==> config.mk <==
export PLATFORM = sky130hd
export DESIGN_NAME = cop_spi_master
export DESIGN_NICKNAME = d
export VERILOG_FILES = /design/src/rtl/cop_spi_master_pkg.sv /design/src/rtl/spi_phase_timer.sv /design/src/rtl/cop_spi_master.sv
export SDC_FILE = /design/constraint.sdc
export NUM_CORES = 1
export LEC_CHECK = 0
export CORE_ASPECT_RATIO = 0.6
export CORE_MARGIN = 2
export CORE_UTILIZATION = 40
export CTS_CLUSTER_SIZE = 20
export DETAILED_ROUTE_END_ITERATION = 16
export GPL_ROUTABILITY_DRIVEN = 1
export MAX_ROUTING_LAYER = met4
export PLACE_DENSITY = 0.6
export SETUP_SLACK_MARGIN = 0.1
export SLEW_MARGIN = 30
export SYNTH_ARGS = -nofsm -noshare
export SYNTH_HDL_FRONTEND = slang
export SYNTH_SLANG_ARGS = --single-unit
==> constraint.sdc <==
create_clock -name clk -period 4.4 [get_ports clk]
set_input_delay 0.44 -clock clk [delete_from_list [all_inputs] [get_ports clk]]
set_output_delay 0.44 -clock clk [all_outputs]
set_load 0.005 [all_outputs]
==> src/rtl/cop_spi_master_pkg.sv <==
// Shared definitions for the coprocessor-side SPI master: byte width, device
// select codes and the coprocessor opcodes used by software and the bench.
package cop_spi_master_pkg;

   localparam int unsigned BYTE_WIDTH       = 8;
   localparam int unsigned DEV_SELECT_WIDTH = 3;

   typedef logic [DEV_SELECT_WIDTH-1:0] dev_sel_t;

   localparam dev_sel_t DEV_SELECT_NONE   = 3'd0;
   localparam dev_sel_t DEV_SELECT_LOGIC  = 3'd1;
   localparam dev_sel_t DEV_SELECT_SDCARD = 3'd2;
   localparam dev_sel_t DEV_SELECT_USB    = 3'd3;
   localparam dev_sel_t DEV_SELECT_FPGA   = 3'd4;
   localparam dev_sel_t DEV_SELECT_FLASH  = 3'd5;

   localparam logic [BYTE_WIDTH-1:0] COP_OP_NOP          = 8'h00;
   localparam logic [BYTE_WIDTH-1:0] COP_OP_WRITE_STATUS = 8'h01;
   localparam logic [BYTE_WIDTH-1:0] COP_OP_WRITE_DATA   = 8'h02;
   localparam logic [BYTE_WIDTH-1:0] COP_OP_READ_DATA    = 8'h03;
   localparam logic [BYTE_WIDTH-1:0] COP_OP_READ_STATUS  = 8'h05;
   localparam logic [BYTE_WIDTH-1:0] COP_OP_RESET        = 8'hFF;

endpackage

==> src/rtl/spi_phase_timer.sv <==
// Counts CLK_DIV clk cycles while run_i is high and strobes phase_end_o on the
// last cycle of each phase; the count restarts whenever run_i drops.
module spi_phase_timer #(
   parameter int unsigned CLK_DIV = 4
) (
   input  logic clk,
   input  logic nreset,
   input  logic run_i,
   output logic phase_end_o
);

   localparam logic [7:0] LAST_COUNT = 8'(CLK_DIV - 1);

   logic [7:0] cnt_q, cnt_d;

   assign phase_end_o = run_i && (cnt_q == LAST_COUNT);

   always_comb begin
      cnt_d = cnt_q;
      if (!run_i || phase_end_o) begin
         cnt_d = '0;
      end else begin
         cnt_d = cnt_q + 8'd1;
      end
   end

   always_ff @(posedge clk) begin
      if (!nreset) begin
         cnt_q <= '0;
      end else begin
         cnt_q <= cnt_d;
      end
   end

endmodule

==> src/rtl/cop_spi_master.sv <==
// SPI mode 0, MSB-first master framing a valid/ready byte stream into device
// transactions. Optional NEXT-state idle abort: COP_SPI_IDLE_TIMEOUT_EN.
module cop_spi_master
   import cop_spi_master_pkg::*;
#(
   parameter int unsigned CLK_DIV          = 4,
   parameter int unsigned DEV_SELECT_WIDTH = cop_spi_master_pkg::DEV_SELECT_WIDTH,
   parameter int unsigned TIMEOUT_CYCLES   = 1024
) (
   input  logic                        clk,
   input  logic                        nreset,
   input  logic [DEV_SELECT_WIDTH-1:0] dev_sel,
   input  logic                        tx_valid,
   input  logic [7:0]                  tx_data,
   input  logic                        tx_last,
   output logic                        tx_ready,
   output logic                        rx_valid,
   output logic [7:0]                  rx_data,
   output logic                        busy,
   output logic                        abort,
   output logic [DEV_SELECT_WIDTH-1:0] cop_select,
   output logic                        cop_sck,
   output logic                        cop_mosi,
   input  logic                        cop_miso
);

   // Handshake: a byte moves when tx_valid && tx_ready at a rising clk edge;
   // tx_ready is registered and is high only in IDLE and NEXT.
   typedef enum logic [2:0] {
      ST_IDLE,
      ST_SHIFT,
      ST_NEXT,
      ST_HOLD,
      ST_GAP
   } state_e;

   localparam logic [DEV_SELECT_WIDTH-1:0] SEL_NONE = DEV_SELECT_WIDTH'(DEV_SELECT_NONE);

   state_e                      state_q, state_d;
   logic [DEV_SELECT_WIDTH-1:0] sel_q, sel_d;
   logic                        sck_q, sck_d;
   logic                        mosi_q, mosi_d;
   logic [7:0]                  tx_shift_q, tx_shift_d;
   logic [7:0]                  rx_shift_q, rx_shift_d;
   logic [7:0]                  rx_data_q, rx_data_d;
   logic                        rx_valid_q, rx_valid_d;
   logic [2:0]                  bit_cnt_q, bit_cnt_d;
   logic                        last_q, last_d;
   logic                        tx_ready_q, tx_ready_d;

   logic accept;
   logic timer_run;
   logic phase_end;
   logic timeout_hit;

   assign accept    = tx_valid && tx_ready_q;
   assign timer_run = (state_q == ST_SHIFT) || (state_q == ST_HOLD) || (state_q == ST_GAP);

   spi_phase_timer #(
      .CLK_DIV (CLK_DIV)
   ) u_phase_timer (
      .clk         (clk),
      .nreset      (nreset),
      .run_i       (timer_run),
      .phase_end_o (phase_end)
   );

`ifdef COP_SPI_IDLE_TIMEOUT_EN
   localparam int unsigned TO_W = $clog2(TIMEOUT_CYCLES + 1);

   logic [TO_W-1:0] idle_cnt_q, idle_cnt_d;
   logic            abort_q;

   assign timeout_hit = (state_q == ST_NEXT) && !accept &&
                        (idle_cnt_q == TO_W'(TIMEOUT_CYCLES - 1));

   always_comb begin
      idle_cnt_d = '0;
      if ((state_q == ST_NEXT) && !accept) begin
         idle_cnt_d = idle_cnt_q + 1'b1;
      end
   end

   always_ff @(posedge clk) begin
      if (!nreset) begin
         idle_cnt_q <= '0;
         abort_q    <= 1'b0;
      end else begin
         idle_cnt_q <= idle_cnt_d;
         abort_q    <= timeout_hit;
      end
   end

   assign abort = abort_q;
`else
   logic unused_timeout_cfg;

   assign unused_timeout_cfg = (TIMEOUT_CYCLES != 0);
   assign timeout_hit        = 1'b0;
   assign abort              = 1'b0;
`endif

   always_comb begin
      state_d    = state_q;
      sel_d      = sel_q;
      sck_d      = sck_q;
      mosi_d     = mosi_q;
      tx_shift_d = tx_shift_q;
      rx_shift_d = rx_shift_q;
      rx_data_d  = rx_data_q;
      rx_valid_d = 1'b0;
      bit_cnt_d  = bit_cnt_q;
      last_d     = last_q;

      unique case (state_q)
         ST_IDLE: begin
            if (accept) begin
               sel_d = dev_sel;
            end
         end
         ST_SHIFT: begin
            if (phase_end) begin
               if (!sck_q) begin
                  // Rising SCK: capture MISO; first bit ends up as the MSB.
                  sck_d      = 1'b1;
                  rx_shift_d = {rx_shift_q[6:0], cop_miso};
               end else begin
                  sck_d = 1'b0;
                  if (bit_cnt_q == 3'd7) begin
                     rx_data_d  = rx_shift_q;
                     rx_valid_d = 1'b1;
                     state_d    = last_q ? ST_HOLD : ST_NEXT;
                  end else begin
                     bit_cnt_d  = bit_cnt_q + 3'd1;
                     mosi_d     = tx_shift_q[6];
                     tx_shift_d = {tx_shift_q[6:0], 1'b0};
                  end
               end
            end
         end
         ST_NEXT: begin
            if (timeout_hit) begin
               sel_d   = SEL_NONE;
               state_d = ST_GAP;
            end
         end
         ST_HOLD: begin
            if (phase_end) begin
               sel_d   = SEL_NONE;
               state_d = ST_GAP;
            end
         end
         ST_GAP: begin
            if (phase_end) begin
               state_d = ST_IDLE;
            end
         end
         default: begin
            state_d = ST_IDLE;
         end
      endcase

      // accept implies IDLE or NEXT, so this only overrides those two states.
      if (accept) begin
         state_d    = ST_SHIFT;
         sck_d      = 1'b0;
         mosi_d     = tx_data[7];
         tx_shift_d = tx_data;
         bit_cnt_d  = 3'd0;
         last_d     = tx_last;
      end

      tx_ready_d = (state_d == ST_IDLE) || (state_d == ST_NEXT);
   end

   always_ff @(posedge clk) begin
      if (!nreset) begin
         state_q    <= ST_IDLE;
         sel_q      <= SEL_NONE;
         sck_q      <= 1'b0;
         mosi_q     <= 1'b0;
         tx_shift_q <= '0;
         rx_shift_q <= '0;
         rx_data_q  <= '0;
         rx_valid_q <= 1'b0;
         bit_cnt_q  <= '0;
         last_q     <= 1'b0;
         tx_ready_q <= 1'b0;
      end else begin
         state_q    <= state_d;
         sel_q      <= sel_d;
         sck_q      <= sck_d;
         mosi_q     <= mosi_d;
         tx_shift_q <= tx_shift_d;
         rx_shift_q <= rx_shift_d;
         rx_data_q  <= rx_data_d;
         rx_valid_q <= rx_valid_d;
         bit_cnt_q  <= bit_cnt_d;
         last_q     <= last_d;
         tx_ready_q <= tx_ready_d;
      end
   end

   assign tx_ready   = tx_ready_q;
   assign rx_valid   = rx_valid_q;
   assign rx_data    = rx_data_q;
   assign busy       = (state_q != ST_IDLE);
   assign cop_select = sel_q;
   assign cop_sck    = sck_q;
   assign cop_mosi   = mosi_q;

endmodule

# Yosys cells after proc, flatten, opt, wreduce, memory -nomap -nowiden
# Cells that the tools add are included.
totals:
  ff_bits: 45
  elab_cells: 74
  in_bits: 16
  out_inout_bits: 17
classes:
  addsub: 2
  eq_ne: 10
  n_mux: 23
  n_reduce_logical: 24
  n_bitwise: 3
ops:
  columns: ["operator", "n"]
  rows:
  - ["2-to-1 mux 7 bit", 5]
  - ["2-to-1 mux 3 bit", 8]
  - ["AND reduction 4 bit", 4]
  - ["case mux 3 bit (4 select lines)", 1]
  - ["equality test 3 x 2 -> 1 bit, second input constant", 3]
  - ["adder 8 x 1 -> 8 bit, second input constant", 1]
  - ["equality test 8 x 2 -> 1 bit, second input constant", 1]
  - ["2-to-1 mux 1 bit", 8]
  - ["nonzero test 2 bit", 4]
  - ["equality test 3 bit, second input constant", 2]
  - ["zero test 3 bit", 2]
  - ["case mux 3 bit (2 select lines)", 1]
  - ["AND reduction 3 bit", 2]
  - ["OR reduction 2 bit", 3]
  - ["logical OR 1 bit", 4]
  - ["!= test 2 bit, second input constant", 2]
  - ["adder 3 x 1 -> 3 bit, second input constant", 1]
  - ["equality test 3 x 1 -> 1 bit, second input constant", 1]
  - ["NOT 1 bit", 3]
  - ["nonzero test 3 bit", 1]
  - ["logical AND 1 bit", 2]
  - ["!= test 2 x 1 -> 1 bit, second input constant", 1]
  - ["AND reduction 2 bit", 1]
  - ["zero test 1 bit", 1]

# Depth between registers and ports, before layout
# Gate-level depths: netlist of the first run.
logic_depth:
  depth_word: 9
  depth_mapped: 7
  mapped_depth_nobuf: 6

# Cells and area by module
# From an unflattened synthesis of the first run, not the netlist that was laid out.
hier_totals:
  cells_unflattened: 237
  hier_area_um2: 2016.9
modules_own_cells:
  columns: ["module", "cells_each", "seq_area_each_um2", "instances", "area_per_inst_um2"]
  rows:
  - ["cop_spi_master", 198, 740.7, 1, 1671.6]
  - ["spi_phase_timer", 39, 160.2, 1, 345.3]

# Worst setup path before layout of the first run
# No wires, ideal clock.
synth_path:
  path_kind: "reg2reg"
  startpoint: "reg u_phase_timer.cnt_q[0]"
  endpoint: "reg rx_shift_q[0]"
  stages_incl_launch_ff: 7
  required_time_ps: 4284
  arrival_time_ps: 1917
  n_path_buf: 1
  slack_ps: 2367
  period_less_slack_ps: 2033
  setup_ps: 116
  path_cell_list: "dfxtp_1 > ha_1 > or3b_1 > clkbuf_1 > nor4_4 > mux2i_1 > nor2b_1"
synth_between:
  elab_chain_cells: 3
synth_rtl:
  columns: ["element", "line_no", "text"]
  rows:
  - ["start: declaration", "spi_phase_timer.sv:14", "logic [7:0] cnt_q, cnt_d;"]
  - ["start signal: assignment", "spi_phase_timer.sv:31", "cnt_q <= cnt_d;"]
  - ["equality test 8 x 2 -> 1 bit", "spi_phase_timer.sv:16", "assign phase_end_o = run_i && (cnt_q == LAST_COUNT);"]
  - ["logical AND 1 bit", "spi_phase_timer.sv:16", null]
  - ["AND reduction 3 bit (no source line)", null, null]
  - ["end signal: assignment", "cop_spi_master.sv:195", "rx_shift_q <= rx_shift_d;"]
  - ["end: declaration", "cop_spi_master.sv:44", "logic [7:0] rx_shift_q, rx_shift_d;"]
# Every way passes these cells.
# A chain may end at the register's enable or synchronous reset.

# Worst setup path after layout of the first run
layout_path:
  startpoint: "reg u_phase_timer.cnt_q[4]"
  endpoint: "reg mosi_q (netlist: cop_mosi)"
layout_between:
  elab_chain_cells: 4
layout_rtl:
  columns: ["element", "line_no", "text"]
  rows:
  - ["equality test 8 x 2 -> 1 bit", "spi_phase_timer.sv:16", null]
  - ["logical AND 1 bit", "spi_phase_timer.sv:16", null]
  - ["nonzero test 2 bit (no source line)", null, null]
  - ["AND reduction 4 bit (no source line)", null, null]
  - ["end signal: assignment", "cop_spi_master.sv:193", "mosi_q <= mosi_d;"]
  - ["end: declaration", "cop_spi_master.sv:42", "logic mosi_q, mosi_d;"]
# Every way passes these cells.

==> metrics.md, run 1 <==
| Metric | Value |
|---|---|
| Run status | `completed` |
| DP HPWL | `2660 um` |
| Switching share of power | `between 20 and 25%` |
| Pwr per Cell Area | `between 300 and 400 nW/um^2` |
| Finish-stage setup viols | `0` |
| EDFF count, synth | `0` |
| Post-route cell area | `2390 sq um` |
| Die ar. | `between 5000 and 6000 sq um` |
| Crit path from | `u_phase_timer.cnt_q[4]` |
| Layout cells sized above 1 | `5.39%` |
| Die width | `around 94 um` |
| Worst-case clock buffer depth | `2` |
| RePlAce Congestion | `slightly below 0.8` |
| Max_cap viols | `0` |
| Rel. slew slack | `about 40%` |
| Vias in the first global route | `roughly 1400` |
| Gate power share | `roughly 7.4%` |
| WP depth | `4` |
| Crit path to | `cop_mosi` |
| Synth warn | `0` |
| Global-route wire length before repair | `6670 um` |
| Fin. Hold Viols | `0` |
| Int Pwr | `0.000613 W` |
| VDD IR max | `0.158 mV` |
| Crit-path slowest cell | `nor4_1` |
| Worst-path clk slew | `0.08 ns` |
| CP startpoint kind | `flip-flop` |
| Vias | `around 1500` |
| RSZ-0062 raised after global routing | `no` |
| CP Capture Type | `flip-flop` |
| Nets | `261` |
| Die Ht | `a little under 60 um` |
| Reg power frac | `54.7%` |
| Mean area per synthesized cell | `about 9.0 sq um` |
| Placed Area | `between 2000 and 2500 sq um` |
| Routed Antenna Nets | `0` |
| Port Buffer Count | `31` |
| Antenna violations before repair | `0` |
| WP buf/inv | `0` |
| Min Tclk post-route | `roughly 2.5 ns` |
| Setup TNS | `0 ns` |
| Flop2flop setup slack | `1.95 ns` |
| Largest stage delay on the critical path | `roughly 0.78 ns` |
| Top_reg_cell synth | `dfxtp_1` |
| Syn Inst Count | `217` |
| Crit path max-delay family | `simple AND/OR/NAND/NOR gates` |
| FF-to-FF End | `cop_mosi` |
| Max FO, Critical Path | `15` |
| Seq/Total Area, Yosys | `between 40% and 50%` |
| Worst path cell trace | `nor4_1, nand4_1, nor3b_1, nor3_1` |
| Sw Pwr | `around 0.00016 W` |
| P&R area growth vs syn | `21.5%` |
| Leakage | `0.800 nW` |
| Post-CTS setup buffers | `0` |
| Synth Register Bits | `between 40 and 50` |
| Antenna cell count | `0` |
| Worst Max-Slew Pin Slew | `0.887 ns` |
| Wirelength, routed | `about 3800 um` |
| Worst Reg-to-Reg Cells | `4` |
| Path type of the worst min-delay path | `reg -> reg` |
| I/O pins | `33` |
| CTS-repair resized insts | `0` |
| GRT Overall Usage | `between 10% and 20%` |
| Syn Std Cell Area | `about 2000 sq um` |
| Synthesized net count | `approximately 240` |
| Peak Freq | `408 MHz` |
| Tcrit/Tclk final | `about 56%` |
| Clk sink count | `45` |
| Total number of H-tree levels | `2` |
| Async S/R FF share, synth | `0%` |
| WP data arrival | `between 2 and 3 ns` |
| TritonCTS clock tree | `built` |
| Num rows | `19` |
| Core area | `~4600 sq um` |
| Synth cell types | `39` |
| GRT Residual Overflow | `0` |
| TritonCTS Buffers | `5` |
| Kind of critical path | `reg -> reg` |
| Cts hold-fix bufs | `0` |
| Fillers | `roughly 440` |
| Worst endpoint required time | `4.62 ns` |
| Clock share of power | `37.9%` |
| Pwr Total | `roughly 0.00077 W` |
| Initial core utilization | `between 40 and 50%` |
| Root buf cell | `clkbuf_8` |
| Final std cells w/o fill | `around 300` |
| Fin util | `between 50 and 60%` |
| Pre-antenna DRT Iters | `5` |
| Remaining DRCs | `0` |
| Layout Skew | `0.00741 ns` |
| Launching point of the worst reg2reg path | `u_phase_timer.cnt_q[4]` |
| Largest net degree at the start of global routing | `34` |
| Vias per inst | `a little under 5` |
| Initial drt markers | `71` |
| Placed insts | `between 200 and 300` |
| Slew Viols, Final | `0` |
| Wire length per cell | `around 12 um` |
| Clock Latency Late Sink | `0.29 ns` |
==> Yosys cell counts (2+ instances only) <==
library cell  count  share of area, %
a211oi_1          6               2.3
a21boi_0          7               2.7
a21boi_1          7               2.7
a21oi_1           2              0.51
and2_1            2              0.64
and3_1            3              0.96
clkbuf_1         11               2.1
dfxtp_1          45                46
ha_1              4               2.5
mux2i_1          10               5.1
nand2_1          29               5.5
nand2b_1          2              0.64
nand3_1           7               1.8
nand4_1           3              0.96
nor2_1           19               3.6
nor2b_1          10               3.2
nor3_1           11               2.8
nor3b_1           4               1.5
nor4_4            2               2.2
o21ai_0           8               2.0
xnor2_1           5               2.2
xor2_1            3               1.3
==> worst reg2reg max path: cells and delay by family, from the launching register on <==
kind | cells | cell delay, ns
and+or+nand+nor | 4 | 2.03
DFF | 1 | 0.37
==> placed cells by master, fill, tap and decap left out, drive strengths merged, types with 4 or more instances in the layout <==
master / instances
ha: 4
nand3: 7
nor2: 19
o21ai: 8
nor2b: 10
dfxtp: 45
clkdlybuf4s50: 30
nor4: 4
xnor2: 5
a211oi: 6
clkbuf: 5
a21boi: 14
nand2: 29
mux2i: 10
nor3b: 4
nor3: 11
==> registers in the layout, indices dropped and copies added (netlist names) <==
| signal | cells |
|---|---|
| bit_cnt_q | 3 |
| cop_mosi | 1 |
| cop_sck | 1 |
| cop_select | 3 |
| last_q | 1 |
| rx_data | 8 |
| rx_shift_q | 8 |
| rx_valid | 1 |
| state_q | 3 |
| tx_ready | 1 |
| tx_shift_q | 7 |
| u_phase_timer.cnt_q | 8 |
==> per-layer routing <==
metal | up-vias | global-route usage, % | part of all wire (%)
met5 | - | - | 0
met1 | 674 | 25.2 | 60
met2 | 36 | 20.0 | 34
met4 | 0 | 3.11 | 0.66
li1 | 793 | - | -
met3 | 5 | 4.68 | 5.1
==> logic make-up (layout without fill, tap and decap cells) <==
family,count (synthesis),count (layout),synth area share (%)
AO/OA/AOI/OAI,34,34,11.8
XOR/XNOR,8,8,3.57
adder cells (fa/ha/maj),4,4,2.55
buffers and inverters,15,39,3.51
flip-flops,45,45,45.9
multiplexers,10,10,5.10
other,1,1,0.191
AND/OR/NAND/NOR,100,100,27.4
==> power groups by stage <==
stage / clock, W / sequential (W) / combinational, W
after floorplan: 0 / 0.000431 / 0.0000321
after global placement: 0 / 0.000433 / 0.0000587
after detailed placement: 0 / 0.000432 / 0.0000583
after CTS: 0.000302 / 0.000423 / 0.0000586
after global routing: 0.000324 / 0.000425 / 0.0000647
final: 0.000293 / 0.000423 / 0.0000574
==> how the worst min path moves through the flow <==
stage	slack, ns	start	cells after the start	end
after global placement	0.43	u_phase_timer.cnt_q[0]	1	u_phase_timer.cnt_q[0]
after global routing	0.48	rx_data[3]	2	rx_data[3]
after detailed placement	0.43	u_phase_timer.cnt_q[0]	1	u_phase_timer.cnt_q[0]
after CTS	0.45	u_phase_timer.cnt_q[0]	1	u_phase_timer.cnt_q[0]
after floorplan	0.41	u_phase_timer.cnt_q[0]	1	u_phase_timer.cnt_q[0]
final	0.44	u_phase_timer.cnt_q[0]	1	u_phase_timer.cnt_q[0]
==> stage by stage <==
stage	setup slack, ns	hold slack (ns)
2_1_floorplan	2.37	0.413
3_3_place_gp	2.03	0.430
3_5_place_dp	1.99	0.433
4_1_cts	1.97	0.446
5_1_grt	1.68	0.482
6_report	1.95	0.444
==> area by class of cell <==
cell class,count,area [sq um],share of cell area [%]
Tap cell,63,78.8,3.30
Inverter,1,3.75,0.157
Clock inverter,2,35.0,1.47
Clock buffer,5,68.8,2.88
Sequential cell,45,901,37.8
Multi-Input combinational cell,157,993,41.6
Timing Repair Buffer,31,305,12.8
Power figures use the tool's default switching activity.
==> inputs of run 2 (changes only) <==
- PLACE_DENSITY: 0.6 -> 0.62
- clock period: 4.4 -> 2.1 ns (I/O delays scaled with it)
==> run 2 against run 1 <==
  * Hold slack worse by 0.022 ns
  * Via count is 0.60% higher
  * Highest routed layer is now met3
  * Flip-flop and latch count stayed put
  * Largest power group unchanged
  * Sequential share of layout area is 1.5 points lower
==> metrics.md, run 2 (synthesis results as in run 1) <==
| Metric | Value |
|---|---|
| Layout cells sized above 1 | `10.6%` |
| Crit-path slowest cell | `or3b_1` |
| Antenna violations before repair | `0` |
| Crit path top cell by count | `buf_4` |
| Largest net degree at the start of global routing | `18` |
| Crit path from | `u_phase_timer.cnt_q[0]` |
| CP startpoint kind | `flip-flop` |
| Launching point of the worst reg2reg path | `u_phase_timer.cnt_q[0]` |
| Setup TNS | `0 ns` |
| RSZ-0062 raised after global routing | `no` |
| Placed insts | `around 300` |
| Flop2flop setup slack | `0.19 ns` |
| GRT Overall Usage | `~15%` |
| Kind of critical path | `reg -> reg` |
| Routed Antenna Nets | `0` |
| Run status | `completed` |
| GRT Residual Overflow | `0` |
| Final std cells w/o fill | `317` |
| Cts hold-fix bufs | `0` |
| Slew Viols, Final | `0` |
| Tcrit/Tclk final | `90.9%` |
| Remaining DRCs | `0` |
| Vias in the first global route | `roughly 1300` |
| Layout Skew | `0.00758 ns` |
| Nets | `273` |
| Pre-antenna DRT Iters | `4` |
| Port Buffer Count | `31` |
| Worst-case clock buffer depth | `2` |
| Wirelength, routed | `roughly 3800 um` |
| Max_cap viols | `0` |
| Total number of H-tree levels | `2` |
| Pwr per Cell Area | `between 600 and 700 nW/um^2` |
| Worst endpoint required time | `roughly 2.3 ns` |
| Pwr Total | `about 0.0015 W` |
| Die Ht | `58.3 um` |
| Post-CTS setup buffers | `0` |
| Commonest cells after routing, fill and taps aside | `dfxtp_1 (44), clkdlybuf4s50_1 (31), nand2_1 (29), nor2_1 (19)` |
| Initial core utilization | `about 42%` |
| Rel. slew slack | `62.6%` |
| Min Tclk post-route | `approximately 1.9 ns` |
| Core area | `about 4600 sq um` |
| Fin util | `~54%` |
| Num rows | `19` |
| Largest stage delay on the critical path | `around 0.38 ns` |
| P&R area growth vs syn | `26.6%` |
| CP Capture Type | `flip-flop` |
| Die width | `roughly 94 um` |
| Fin. Hold Viols | `0` |
| VDD IR max | `a little over 0.5 mV` |
| Worst-path clk slew | `~0.090 ns` |
| Leading cell type in the layout, fill and taps excluded | `dfxtp_1` |
| RePlAce Congestion | `0.856` |
| Max FO, Critical Path | `5` |
| Die ar. | `approximately 5500 sq um` |
| Vias | `~1500` |
| CTS-repair resized insts | `0` |
| Leakage | `about 0.84 nW` |
| Clock Latency Late Sink | `0.29 ns` |
| Wire length per cell | `about 12 um` |
| Global-route wire length before repair | `between 6000 and 7000 um` |
| Finish-stage setup viols | `0` |
| Worst Max-Slew Pin Slew | `between 0.5 and 0.6 ns` |
| Vias per inst | `between 4 and 5` |
| Root buf cell | `clkbuf_8` |
| Clk sink count | `45` |
| Antenna cell count | `0` |
| TritonCTS Buffers | `5` |
| Hold_sp | `u_phase_timer.cnt_q[0]` |
| Peak Freq | `about 520 MHz` |
| Initial drt markers | `86` |
| WP data arrival | `between 2 and 2.5 ns` |
| TritonCTS clock tree | `built` |
| Path type of the worst min-delay path | `reg -> reg` |
| Worst path cell trace | `ha_2, or3b_1, buf_4, nor4_2, buf_4, mux2i_1, nor2_1` |
| DP HPWL | `2790 um` |
| I/O pins | `33` |
[run 2: cell type report]
type,count,area (sq um)
Clock buffer,6,72.6
Timing Repair Buffer,43,413
Clock inverter,2,15.0
Inverter,1,3.75
Multi-Input combinational cell,157,1000
Tap cell,63,78.8
Fill cell,430,2150
Sequential cell,45,902
[run 2: path summary, 6_finish.rpt]
kind / to / cells after the start
worst max-delay path: bit_cnt_q[2] / 7
worst min-delay path: u_phase_timer.cnt_q[0] / 1
worst max register to register: bit_cnt_q[2] / 7
worst min register to register: u_phase_timer.cnt_q[0] / 1
[run 2: stage by stage]
stage	instance area, sq um	hold WS (ns)	setup slack [ns]
global placement	2390	0.427	0.153
global route	2480	0.440	0.0954
finish	2480	0.422	0.192
detailed placement	2390	0.445	0.125
floorplan	1960	0.354	0.131
CTS	2480	0.458	0.126
[run 2: worst max-delay path, delay by kind of cell, from the launching register on]
kind	cells	cell delay, ns
fa+ha+maj	1	0.20
buf+inv	2	0.35
flops	1	0.35
mux	1	0.19
simple gates	3	0.70
[run 2: layer usage]
| metal | part of all wire (%) | up-vias | track usage (%) |
|---|---|---|---|
| met5 | 0 | - | - |
| met4 | 0 | 0 | 1.86 |
| met3 | 3.5 | 0 | 4.68 |
| met2 | 37 | 21 | 18.9 |
| met1 | 60 | 680 | 24.7 |
| li1 | - | 816 | - |
[run 2: report_power, final]
part           leakage (nW)  total [W]  switching, W  internal, W
Sequential            0.365   0.000884     0.0000110     0.000873
Combinational         0.442   0.000132     0.0000599    0.0000719
Clock                0.0374   0.000524      0.000289     0.000235
Total                 0.844    0.00154      0.000360      0.00118
